$ cat config.mk
export PLATFORM = sky130hd
export DESIGN_NAME = tt_um_revanth_sub_sched
export DESIGN_NICKNAME = d
export VERILOG_FILES = /design/src/rtl/revanth_sub_pkg.sv /design/src/rtl/revanth_sub_if.sv /design/src/rtl/revanth_sub_fifo.sv /design/src/rtl/tt_um_revanth_sub_sched.sv
export SDC_FILE = /design/constraint.sdc
export NUM_CORES = 1
export LEC_CHECK = 0
export CAP_MARGIN = 20
export CELL_PAD_IN_SITES_DETAIL_PLACEMENT = 1
export CELL_PAD_IN_SITES_GLOBAL_PLACEMENT = 1
export CORE_MARGIN = 3
export CORE_UTILIZATION = 45
export CTS_BUF_LIST = sky130_fd_sc_hd__clkbuf_2 sky130_fd_sc_hd__clkbuf_4 sky130_fd_sc_hd__clkbuf_8
export DETAILED_ROUTE_END_ITERATION = 10
export GPL_TIMING_DRIVEN = 0
export PLACE_DENSITY = 0.84
export SYNTH_ARGS = -nofsm -noshare
export SYNTH_HDL_FRONTEND = slang
export SYNTH_HIERARCHICAL = 1
export SYNTH_SLANG_ARGS = --single-unit
$ cat constraint.sdc
create_clock -name clk -period 5.4 [get_ports clk]
set_input_delay 1.08 -clock clk [delete_from_list [all_inputs] [get_ports clk]]
set_output_delay 1.08 -clock clk [all_outputs]
set_load 0.01 [all_outputs]
$ cat src/rtl/revanth_sub_pkg.sv
// ============================================================================
// revanth_sub_pkg : shared types and constants for the subtract scheduler
// Rev 1.0
// ============================================================================
`default_nettype none

package revanth_sub_pkg;

  localparam int DEPTH_DEF = 4;
  localparam int OPW       = 4;
  localparam int RESW      = 5;
  localparam int TAGW      = 2;

  typedef enum logic [1:0] {
    S_IDLE = 2'd0,
    S_EXEC = 2'd1,
    S_HOLD = 2'd2
  } state_e;

  // Zero-extended difference; bit 4 becomes the borrow when a < b.
  function automatic logic [RESW-1:0] sub_borrow(input logic [OPW-1:0] a,
                                                 input logic [OPW-1:0] b);
    return {1'b0, a} - {1'b0, b};
  endfunction

endpackage

`default_nettype wire

$ cat src/rtl/revanth_sub_if.sv
// ============================================================================
// revanth_sub_if : operand-queue bus and TinyTapeout pin bundle
// Rev 1.0
// ============================================================================
`default_nettype none

interface revanth_sub_fifo_if #(
  parameter int DEPTH = 4
);
  localparam int CW = $clog2(DEPTH) + 1;

  logic          push;
  logic          pop;
  logic          clear;
  logic [7:0]    wdata;
  logic [7:0]    rdata;
  logic          full;
  logic          empty;
  logic [CW-1:0] count;

  modport master (output push, pop, clear, wdata,
                  input  rdata, full, empty, count);
  modport slave  (input  push, pop, clear, wdata,
                  output rdata, full, empty, count);
endinterface


`default_nettype wire

$ cat src/rtl/revanth_sub_fifo.sv
// ============================================================================
// revanth_sub_fifo : DEPTH x 8 circular operand queue with count/full/empty
// Rev 1.0
// ============================================================================
`default_nettype none

module revanth_sub_fifo #(
  parameter int DEPTH = 4
) (
  input  wire logic           clk,
  input  wire logic           rst_n,
  revanth_sub_fifo_if.slave   bus
);

  localparam int AW = $clog2(DEPTH);
  localparam int CW = AW + 1;

  logic [7:0]    mem_q [DEPTH];
  logic [AW-1:0] wr_ptr_q;
  logic [AW-1:0] rd_ptr_q;
  logic [CW-1:0] count_q;
  logic [CW-1:0] count_d;
  logic          do_push;
  logic          do_pop;

  assign bus.full  = (count_q == CW'(DEPTH));
  assign bus.empty = (count_q == '0);
  assign bus.count = count_q;
  assign bus.rdata = mem_q[rd_ptr_q];

  assign do_push = bus.push & ~bus.full & ~bus.clear;
  assign do_pop  = bus.pop  & ~bus.empty & ~bus.clear;

  always_comb begin
    count_d = count_q;
    case ({do_push, do_pop})
      2'b10:   count_d = count_q + 1'b1;
      2'b01:   count_d = count_q - 1'b1;
      default: count_d = count_q;
    endcase
  end

  always_ff @(posedge clk or negedge rst_n) begin
    if (!rst_n) begin
      wr_ptr_q <= '0;
      rd_ptr_q <= '0;
      count_q  <= '0;
    end else if (bus.clear) begin
      wr_ptr_q <= '0;
      rd_ptr_q <= '0;
      count_q  <= '0;
    end else begin
      if (do_push) wr_ptr_q <= wr_ptr_q + 1'b1;
      if (do_pop)  rd_ptr_q <= rd_ptr_q + 1'b1;
      count_q <= count_d;
    end
  end

  // Storage carries no reset; validity is tracked entirely by count_q.
  always_ff @(posedge clk) begin
    if (do_push) mem_q[wr_ptr_q] <= bus.wdata;
  end

endmodule

`default_nettype wire

$ cat src/rtl/tt_um_revanth_sub_sched.sv
// ============================================================================
// tt_um_revanth_sub_sched : queued 4-bit subtractor with valid/ready output
// Rev 1.0
// ============================================================================
`default_nettype none

module tt_um_revanth_sub_sched
  import revanth_sub_pkg::*;
#(
  parameter int DEPTH = DEPTH_DEF
) (
  input  wire logic [7:0] ui_in,
  output wire logic [7:0] uo_out,
  input  wire logic [7:0] uio_in,
  output wire logic [7:0] uio_out,
  output wire logic [7:0] uio_oe,
  input  wire logic       ena,
  input  wire logic       clk,
  input  wire logic       rst_n
);

  revanth_sub_fifo_if #(.DEPTH(DEPTH)) fifo_bus ();

  revanth_sub_fifo #(.DEPTH(DEPTH)) u_fifo (
    .clk   (clk),
    .rst_n (rst_n),
    .bus   (fifo_bus)
  );

  state_e          state_q;
  logic [7:0]      op_q;
  logic [TAGW-1:0] op_tag_q;
  logic [RESW-1:0] res_q;
  logic [TAGW-1:0] tag_q;
  logic            zero_q;
  logic [TAGW-1:0] tag_cnt_q;
  logic            ovf_q;

  logic            push_w;
  logic            ready_w;
  logic            clear_w;
  logic            in_ready_w;
  logic            pop_w;
  logic [TAGW-1:0] head_tag_w;
  logic            unused_ok;

  assign push_w     = uio_in[0];
  assign ready_w    = uio_in[1];
  assign clear_w    = uio_in[2];
  assign in_ready_w = ~fifo_bus.full;

  // Entries leave in order, so the head's tag is the accept counter minus occupancy.
  assign head_tag_w = tag_cnt_q - fifo_bus.count[TAGW-1:0];

  assign pop_w = ~clear_w & ~fifo_bus.empty &
                 ((state_q == S_IDLE) | ((state_q == S_HOLD) & ready_w));

  assign fifo_bus.push  = push_w & in_ready_w & ~clear_w;
  assign fifo_bus.pop   = pop_w;
  assign fifo_bus.clear = clear_w;
  assign fifo_bus.wdata = ui_in;

  always_ff @(posedge clk or negedge rst_n) begin
    if (!rst_n) begin
      state_q   <= S_IDLE;
      op_q      <= '0;
      op_tag_q  <= '0;
      res_q     <= '0;
      tag_q     <= '0;
      zero_q    <= 1'b0;
      tag_cnt_q <= '0;
      ovf_q     <= 1'b0;
    end else if (clear_w) begin
      state_q   <= S_IDLE;
      op_q      <= '0;
      op_tag_q  <= '0;
      res_q     <= '0;
      tag_q     <= '0;
      zero_q    <= 1'b0;
      tag_cnt_q <= '0;
      ovf_q     <= 1'b0;
    end else begin
      if (push_w && in_ready_w)  tag_cnt_q <= tag_cnt_q + 1'b1;
      if (push_w && !in_ready_w) ovf_q     <= 1'b1;

      case (state_q)
        S_IDLE: begin
          if (pop_w) begin
            op_q     <= fifo_bus.rdata;
            op_tag_q <= head_tag_w;
            state_q  <= S_EXEC;
          end
        end
        S_EXEC: begin
          res_q   <= sub_borrow(op_q[OPW-1:0], op_q[2*OPW-1:OPW]);
          zero_q  <= (op_q[OPW-1:0] == op_q[2*OPW-1:OPW]);
          tag_q   <= op_tag_q;
          state_q <= S_HOLD;
        end
        S_HOLD: begin
          if (ready_w) begin
            if (pop_w) begin
              op_q     <= fifo_bus.rdata;
              op_tag_q <= head_tag_w;
              state_q  <= S_EXEC;
            end else begin
              state_q  <= S_IDLE;
            end
          end
        end
        default: state_q <= S_IDLE;
      endcase
    end
  end

  assign uo_out  = {zero_q, tag_q, res_q};
  assign uio_out = {fifo_bus.empty, (state_q != S_IDLE), ovf_q,
                    (state_q == S_HOLD), in_ready_w, 3'b000};
  assign uio_oe  = 8'b1111_1000;

  assign unused_ok = &{1'b0, ena, uio_in[7:3], fifo_bus.count};

endmodule

`default_nettype wire
==> qor.yml <==
detailed_routing:
  wl_met1_um: 2450
  wl_met2_um: 2890
  via_count: 1860
  drt_iter0_markers: 49
  drt_wl_total_um: 5730
  postRouteAntennaNets: 0
  drc_errors: 0
  via_per_inst: 5.25
  drt-pass1-iter-count: 4
  wl_met3_um: 235
  routed.top_layer: "met4"
  post_drt_wl_per_cell_um: 16.2
finish:
  antenna_cells: 0
  seqCellArea_sq_um: 1710
  multiInputGateArea_sq_um: 1040
  layout-drive-gt1-share_pct: 19.7
  nets: 304
  fillers: 617
  area_growth_pct: 20.8
  finalNonFillerCells: 354
placement:
  gp_congestion: 0.772
  post-place-cells: 338
  hpwl_um: 4230
  pre_cts_slack_ns: 1.74
  io_buffers: 24
clocking:
  worstSkewPairLatency_ns: 0.34
  post-cts-setup-buffers: 0
  cts_htree_levels: 3
  clock_path_buffers: 2
  cts_buffers: 9
  path_clk_slew_ns: 0.07
  cts_root_buffer: "clkbuf_8"
  cts_tree: "yes"
  ctsResizeCount: 0
  cts.sinks: 62
  cts_hold_buffers: 0
synthesis:
  synth_async_sr_flop_share_pct: 48.4
  synth-simple-area-share_pct: 10.3
  synth_mux_area_share_pct: 6.76
  synth.most_common_cell: "edfxtp_1"
  yosysUniqueCellTypes: 45
  synth_cells: 229
  synth_area_sq_um: 2960
  synth_warnings: 6
  ys_ff_latch: 62
  synth_area_leaders: "edfxtp_1 32%, dfrtp_1 25%, mux4_2 6.1%"
  synth-xor-area-share_pct: 2.07
  ys_seq_area_share_pct: 57.8
  synth.top_cell.area_share_pct: 32.5
  synth_edf_count: 32
  yosysTopAreaCell: "edfxtp_1"
  synth_area_per_cell_sq_um: 12.9
  synth_top_family_by_area: "simple AND/OR/NAND/NOR gates"
  synth-compound-area-share_pct: 9.43
  yosys-top-cells-count: "32 x edfxtp_1, 30 x dfrtp_1, 19 x nor2_1"
  synth-adder-area-share_pct: 5.16
  ys.flop_type: "edfxtp_1"
timing:
  setup_viol: 0
  timing.setup.tns_ns: 0
  finalHoldViolations: 0
  fin_crit_ns: 3.35
  timing.final.crit_share_pct: 62.0
  slew_headroom_pct: 57.1
  fin_worst_skew_ns: 0.00656
  fmax_mhz: 299
  finalWorstSetupSlack_ns: 2.05
  rsz0062_at_grt: "false"
  finalMaxSlewViolations: 0
  worst_slew_pin_slew_ns: 0.641
global_routing:
  grt_pass1_wl_um: 9850
  grt-ovfl-total: 0
  grt_max_degree: 20
  grt_pass1_vias: 1975
  gr-usage-all-layers_pct: 17.4
  grt_antenna_before_repair: 0
critical_path:
  critPathMaxFanout: 10
  rrSetupSlack_ns: 2.37
  cp.arrival_ns: 3.55
  required_ns: 5.60
  startpoint_type: "input port"
  r2r_cells: 11
  crit_type: "input port to flop"
  end_kind: "flop"
power_and_ir_drop:
  p_switching_mw: 0.360
  p_sw_share_pct: 27.8
  internal-power_mw: 0.935
  power_frac_clock_pct: 34.6
  p_comb_share_pct: 22.2
  p_leak_nw: 1.45
  power.density_nw_per_um2: 362
  sequentialPowerShare_pct: 43.2
  vdd_ir_drop_max_mv: 0.195
  p_total_mw: 1.29
floorplan:
  dieHeight_um: 87.1
  rows: 28
  initial_core_util_pct: 48.3
  io_pins: 43
  die_w_um: 87.1
  core_region_area_sq_um: 6130
  die-area_sq_um: 7590
worst_hold_path:
  hp-class: "flop to flop"
  min_delay_path_depth: 2
run:
  timing.max_cap.violations: 0
outcome:
  status: "completed"
[path summary, 6_finish.rpt]
kind,start,end
setup / recovery,uio_in[0],u_fifo/bus.count[1]
max in group asynchronous,rst_n,u_fifo/bus.count[2]
hold reg to reg,ovf_q,ovf_q
setup reg to reg,u_fifo/bus.count[0],u_fifo/bus.count[1]
min in group asynchronous,rst_n,res_q[0]
hold / removal,ovf_q,ovf_q
[flip-flops by register name, indices dropped and copies added (netlist names), 2 cells and up]
name              cells
u_fifo/mem_q         32
op_tag_q              2
op_q                  8
u_fifo/wr_ptr_q       2
u_fifo/rd_ptr_q       2
res_q                 5
tag_cnt_q             2
tag_q                 2
u_fifo/bus.count      3
state_q               2
[power by group through the flow]
stage | Clock, mW | Sequential [mW] | Combinational, mW
after floorplan | 0 | 0.563 | 0.199
after global placement | 0 | 0.567 | 0.274
after detailed placement | 0 | 0.568 | 0.289
after CTS | 0.459 | 0.559 | 0.291
after global routing | 0.479 | 0.564 | 0.328
final | 0.448 | 0.559 | 0.287
[worst max-delay path, stage by stage]
cell and delay (ns):
clkdlybuf4s50_1 0.47, nor2b_1 0.24, nor2b_1 0.24, buf_2 0.25, inv_1 0.12, nor2_1 0.12
nor3_1 0.06, fa_1 0.52, a31oi_1 0.07, a2111oi_0 0.36
[placed cells by master, fill, tap and decap left out, types with 9 or more instances in the layout]
master           count
a21oi_1             13
a22o_1              10
buf_4               17
clkbuf_8             9
clkdlybuf4s50_1     24
conb_1              11
dfrtp_1             30
edfxtp_1            32
ha_1                 9
inv_1               14
nor2_1              19
[routing by layer]
layer | vias to the layer above | global-route usage (%)
met4 | 0 | 10.3
li1 | 879 | -
met1 | 920 | 21.3
met3 | 11 | 3.50
met5 | - | 0
met2 | 50 | 28.4
[cell type report]
type / instances / share of cell area (%)
clock inverters: 7 / 2.73
multi-input cells: 134 / 29.0
flip-flops and latches: 62 / 47.8
repair buffers: 25 / 7.49
well taps: 75 / 2.62
plain buffers: 28 / 5.35
clock buffers: 9 / 3.46
inverters: 14 / 1.47
[cells by family (layout without fill, tap and decap cells)]
kind of cell,Yosys count,count (layout)
AO/OA/AOI/OAI,39,39
XOR/XNOR,7,7
adder cells (fa/ha/maj),11,11
buffers and inverters,42,83
flip-flops,62,62
multiplexers,10,10
other,2,11
AND/OR/NAND/NOR,56,56
[per-stage QoR]
step | hold slack [ns] | cell area [sq um] | utilization, %
2_1_floorplan | 0.464 | 2990 | -
3_3_place_gp | 0.484 | 3330 | 54.3
3_5_place_dp | 0.490 | 3360 | 54.7
4_1_cts | 0.511 | 3580 | 58.3
5_1_grt | 0.546 | 3580 | 58.3
6_report | 0.511 | 3580 | 58.3
No activity file was read; power rests on OpenSTA's default activity.
==> RTL edit 1 (same settings) <==
Re-encode `state_e` (3 states) as one-hot, 3 bits wide.
--- a/src/rtl/revanth_sub_pkg.sv
+++ b/src/rtl/revanth_sub_pkg.sv
@@ -11,10 +11,10 @@
   localparam int RESW      = 5;
   localparam int TAGW      = 2;
 
-  typedef enum logic [1:0] {
-    S_IDLE = 2'd0,
-    S_EXEC = 2'd1,
-    S_HOLD = 2'd2
+  typedef enum logic [2:0] {
+    S_IDLE = 3'b001,
+    S_EXEC = 3'b010,
+    S_HOLD = 3'b100
   } state_e;
 
   // Zero-extended difference; bit 4 becomes the borrow when a < b.
Function: no difference found for any inputs over 10 cycles, from zero or initial values and one cycle with rst_n low; not proved beyond that.
==> RTL edit 1 against the unedited design <==
First-iteration DRC count grew 22%. Clock power shrank 17%. Non-clock buffer count is 1 higher. Clock skew rose by 0.00088 ns. Worst setup slack lost 0.50 ns. Power shrank 4.8%. Area after synthesis up 4.8%. Sequential power rose by 0.7%. Core utilization down 2.4 points. Count of clock-buffer cells in the layout unchanged. Design area increased by 2.2%. Sequential cell count increased by 1. Wire length increased by 12%. Critical endpoint unchanged.
==> RTL edit 1: results (changes against the unedited design) <==
* Layout Nets at 309 (+1.6%)
* Lkg Pwr at 1.46 nW (+0.52%)
* Pre-CTS WS at 1.23 ns (-0.508 ns)
* IO buf count at 25 (+4.2%)
* Fmax at 0.260 GHz (-13%)
* Worst Hold Path EP: tag_q[1]$_DFFE_PN0P_
* Highest routed layer: met4
* WL met1 at 2880 um (+17%)
* Startpoint of the worst hold path: op_tag_q[1]$_DFFE_PN0P_
* WL met3 at 207 um (-12%)
* Reg2Reg Depth at 9 (-2)
* Post-synthesis xor/xnor area fraction at 2.42% (+0.35 points)
* Number of distinct library cells after synthesis at 50 (+11%)
* Vias in the first global route at 2011 (+1.8%)
* Total wire length at 6390 um (+12%)
* # fillers at 673 (+9.1%)
* Hold Slack at 0.494 ns (-0.0178 ns)
* Routed vias at 1940 (+4.3%)
* Worst R2R End: u_fifo/bus.count[1]$_DFFE_PN0P_
* Number of enable flip-flop cells after synthesis at 32 (unchanged)
* Synth Area in Compound Gates at 8.83% (-0.59 points)
* Hpwl dp at 4450 um (+5.2%)
* Sequential area share after synthesis at 56.0% (-1.8 points)
* HP Class: reg2reg
* GP Congestion at 0.785 (+1.7%)
* Total track usage at 18.0% (+0.64 points)
* VDD IR max at 0.000202 V (+3.3%)
* Status: complete, no violations
* Reg clk slew, reported paths at 0.08 ns
* Flop2flop setup slack at 2.33 ns (-0.04 ns)
* Synth Warn # at 6 (unchanged)
* Cell Int Power at 0.855 mW (-8.6%)
* Clk_skew at 0.00744 ns (+0.000877 ns)
* Post-synthesis mux area share at 9.24% (+2.5 points)
* Commonest cells post-synth: edfxtp_1, dfrtp_1, buf_4
* Initial antenna violation count at 0 (unchanged)
* CTS HTree Levels at 3 (unchanged)
* Post-Synth Adder-Cell Area at 4.92% (-0.24 points)
* Iteration-0 DRC Markers at 60 (+22%)
* Slowest cell on crit path: clkdlybuf4s50_1
* DRT Pass-1 Iters at 4 (unchanged)
* Crit-path max FO at 10 (unchanged)
* Proportion of layout cells with a drive suffix above 1 at 22.2% (+2.5 points)
* Slowest stage delay, CP at 0.68 ns (+0.16 ns)
* Tightest Pin Transition at 0.760 ns (+0.119 ns)
* Top cells by area, synth: edfxtp_1, dfrtp_1, mux4_2
* Dpl cell area at 3480 um^2 (+3.6%)
* Worst reg2reg startpoint: u_fifo/bus.count[0]$_DFFE_PN0P_
* Global-route wire length before repair at 10300 um (+4.6%)
* Fraction of registers with async set/reset at 49.2% (+0.82 points)
* Hold path depth at 1 (-1)
* Maximum number of pins on one net before global-route repair at 32 (+60%)
* Worst EP arrival at 4.05 ns (+0.50 ns)
* Routed wl met2 at 3190 um (+10%)
* CP delay by family, top: buffers and inverters
RTL edit 1: changes by cell type after synthesis, moves of 3 or more:
cell and delta:
mux2_2 +5, a22o_1 -6, nor4b_1 +3, nand2_1 +3, a211oi_1 +3, a21oi_1 -3, mux2i_1 +3, nor2_1 -7
o2bb2ai_1 +3
RTL edit 1: cell families (layout without fill, tap and decap cells):
group / Yosys count / count (layout)
AND/OR/NAND/NOR: 54 / 54
adder cells (fa/ha/maj): 11 / 11
multiplexers: 18 / 18
buffers and inverters: 41 / 82
AO/OA/AOI/OAI: 38 / 38
XOR/XNOR: 7 / 7
flip-flops: 63 / 63
other: 2 / 11
RTL edit 1: worst register-to-register path: stages (launching register included):
cell       delay [ns]
dfrtp_1          0.46
buf_2            0.23
nor3_1           0.65
a211oi_1         0.12
buf_4            0.22
o31ai_1          0.12
nor3_1           0.12
fa_1             0.52
a31oi_1          0.10
a2111oi_0        0.39
RTL edit 1: layer usage:
metal,track usage (%),vias to the layer above
met3,3.96,8
met2,29.1,40
li1,-,925
met5,0,-
met1,23.0,967
met4,8.93,0
RTL edit 1: stage by stage:
| stage | power [mW] | util, % | std cells |
|---|---|---|---|
| after global routing | 1.30 | 56.0 | 361 |
| after detailed placement | 0.866 | 53.2 | 345 |
| after global placement | 0.854 | 53.3 | 345 |
| after floorplan | 0.779 | - | 243 |
| final | 1.23 | 56.0 | 361 |
| after CTS | 1.25 | 56.0 | 361 |
RTL edit 1: power groups by stage:
stage	Combinational (mW)	Clock, mW	Sequential [mW]
detailed placement	0.293	0	0.574
global placement	0.282	0	0.572
global route	0.326	0.409	0.567
floorplan	0.212	0	0.568
CTS	0.297	0.386	0.564
finish	0.296	0.374	0.563
RTL edit 1: worst max-delay path by stage:
stage               depth (start not counted)                         endpoint  startpoint
CTS                                        11  u_fifo/bus.count[1]$_DFFE_PN0P_   uio_in[2]
global route                               11  u_fifo/bus.count[1]$_DFFE_PN0P_   uio_in[2]
finish                                     11  u_fifo/bus.count[1]$_DFFE_PN0P_   uio_in[2]
detailed placement                         11  u_fifo/bus.count[1]$_DFFE_PN0P_   uio_in[2]
floorplan                                  10  u_fifo/bus.count[1]$_DFFE_PN0P_   uio_in[2]
global placement                           11  u_fifo/bus.count[1]$_DFFE_PN0P_   uio_in[2]
RTL edit 1: final cells by class:
cell class,instances,area [um^2],area share [%]
timing repair buffer,25,245,6.71
buffer,29,200,5.47
clock inverter,7,56.3,1.54
tap,77,96.3,2.63
clock buffer,9,124,3.39
inverter,12,45.0,1.23
multi-input combinational,139,1150,31.5
sequential,63,1740,47.5
==> RTL edit 2 (config.mk and constraints unchanged) <==
Made on the original files. Change the package constant `OPW` from 4 to 3.
--- a/src/rtl/revanth_sub_pkg.sv
+++ b/src/rtl/revanth_sub_pkg.sv
@@ -7,7 +7,7 @@
 package revanth_sub_pkg;
 
   localparam int DEPTH_DEF = 4;
-  localparam int OPW       = 4;
+  localparam int OPW       = 3;
   localparam int RESW      = 5;
   localparam int TAGW      = 2;
 
Behaviour: not the same (a bounded check fails within 4 cycles, from zero or initial values and one cycle with rst_n low).
==> RTL edit 2 against the unedited design <==
Critical path depth is the same. Area after synthesis shrank 15%. Sequential cell count shrank 11. Clock skew is essentially flat. Wire length shrank 9.7%. Global-route usage grew 0.63 points. Combinational power shrank 13%. Worst setup slack lost 0.079 ns. Design area shrank 17%. Core utilization shrank 1.7 points. Power shrank 28%.
==> RTL edit 2: results (changes against the unedited design) <==
* Worst EP arrival at 3.62 ns (+0.07 ns)
* VDD IR max at 0.000127 V (-35%)
* Iteration-0 DRC Markers at 67 (+37%)
* DRT Pass-1 Iters at 6 (+2)
* IO buf count at 23 (-4.2%)
* WL/cell at 16.4 um (+1.5%)
* Global-route wire length before repair at 8720 um (-11%)
* Clk_skew at 0.00645 ns (-0.000109 ns)
* Largest registers: u_fifo/mem_q (24), op_q (6), res_q (4)
* Reg clk slew, reported paths at 0.09 ns (+0.02 ns)
* Vias in the first global route at 1733 (-12%)
* Status: complete, no violations
* Pre-CTS WS at 1.70 ns (-0.0327 ns)
* Layout Nets at 273 (-10%)
* Proportion of layout cells with a drive suffix above 1 at 18.0% (-1.8 points)
* Slew headroom at 54.3% (-2.8 points)
* Lkg Pwr at 1.19 nW (-18%)
* M1 GR Usage at 22.4% (+1.1 points)
* Worst reg2reg startpoint: u_fifo/bus.count[1]$_DFFE_PN0P_
* Met2 GRT Util at 30.7% (+2.3 points)
* Clk_lat worst skew at 0.32 ns (-0.02 ns)
* Mapped Cells at 204 (-11%)
* Final WS setup at 1.97 ns (-0.0788 ns)
* Met3 usage at 3.36% (-0.14 points)
* Number of CTS-inserted buffers at 5 (-4)
* Startpoint of the worst hold path: op_q[5]$_DFFE_PN0P_
## RTL edit 2: cell type report
class	count	area, um^2	share of cell area [%]
Buffer	27	186	6.28
Inverter	12	45.0	1.52
Multi-Input combinational cell	123	918	30.9
Timing Repair Buffer	24	245	8.26
Clock buffer	6	76.3	2.57
Clock inverter	2	12.5	0.422
Sequential cell	51	1400	47.0
Tap cell	70	87.6	2.95
## RTL edit 2: layer usage
layer	share of wire (%)	wire (um)
met3	3.2	168
met5	0	0
met2	52	2680
met1	43	2220
met4	1.9	98
## RTL edit 2: metrics by stage
| stage | hold WS, ns | area, um^2 |
|---|---|---|
| floorplan | 0.464 | 2550 |
| global placement | 0.486 | 2860 |
| detailed placement | 0.495 | 2880 |
| CTS | 0.515 | 2970 |
| global route | 0.534 | 2970 |
| finish | 0.510 | 2970 |
## RTL edit 2: worst min-delay path by stage
stage | endpoint | cells after the start
3_5_place_dp | op_q[5]$_DFFE_PN0P_ | 1
2_1_floorplan | ovf_q$_DFFE_PN0P_ | 2
3_3_place_gp | op_q[3]$_DFFE_PN0P_ | 1
5_1_grt | op_q[5]$_DFFE_PN0P_ | 1
4_1_cts | op_q[5]$_DFFE_PN0P_ | 1
6_report | op_q[5]$_DFFE_PN0P_ | 1
## RTL edit 2: report_power, final
| group | switching (mW) | internal [mW] | total (mW) |
|---|---|---|---|
| sequential | 0.0256 | 0.436 | 0.462 |
| clock | 0.129 | 0.0958 | 0.225 |
| combinational | 0.126 | 0.125 | 0.250 |
| total | 0.280 | 0.657 | 0.937 |
## RTL edit 2: critical path, delay by kind of cell
| kind | cells | cell delay [ns] |
|---|---|---|
| adders and majority gates | 1 | 0.55 |
| and+or+nand+nor | 4 | 0.70 |
| buffers and inverters | 3 | 0.86 |
| AOI/OAI and AO/OA | 2 | 0.43 |
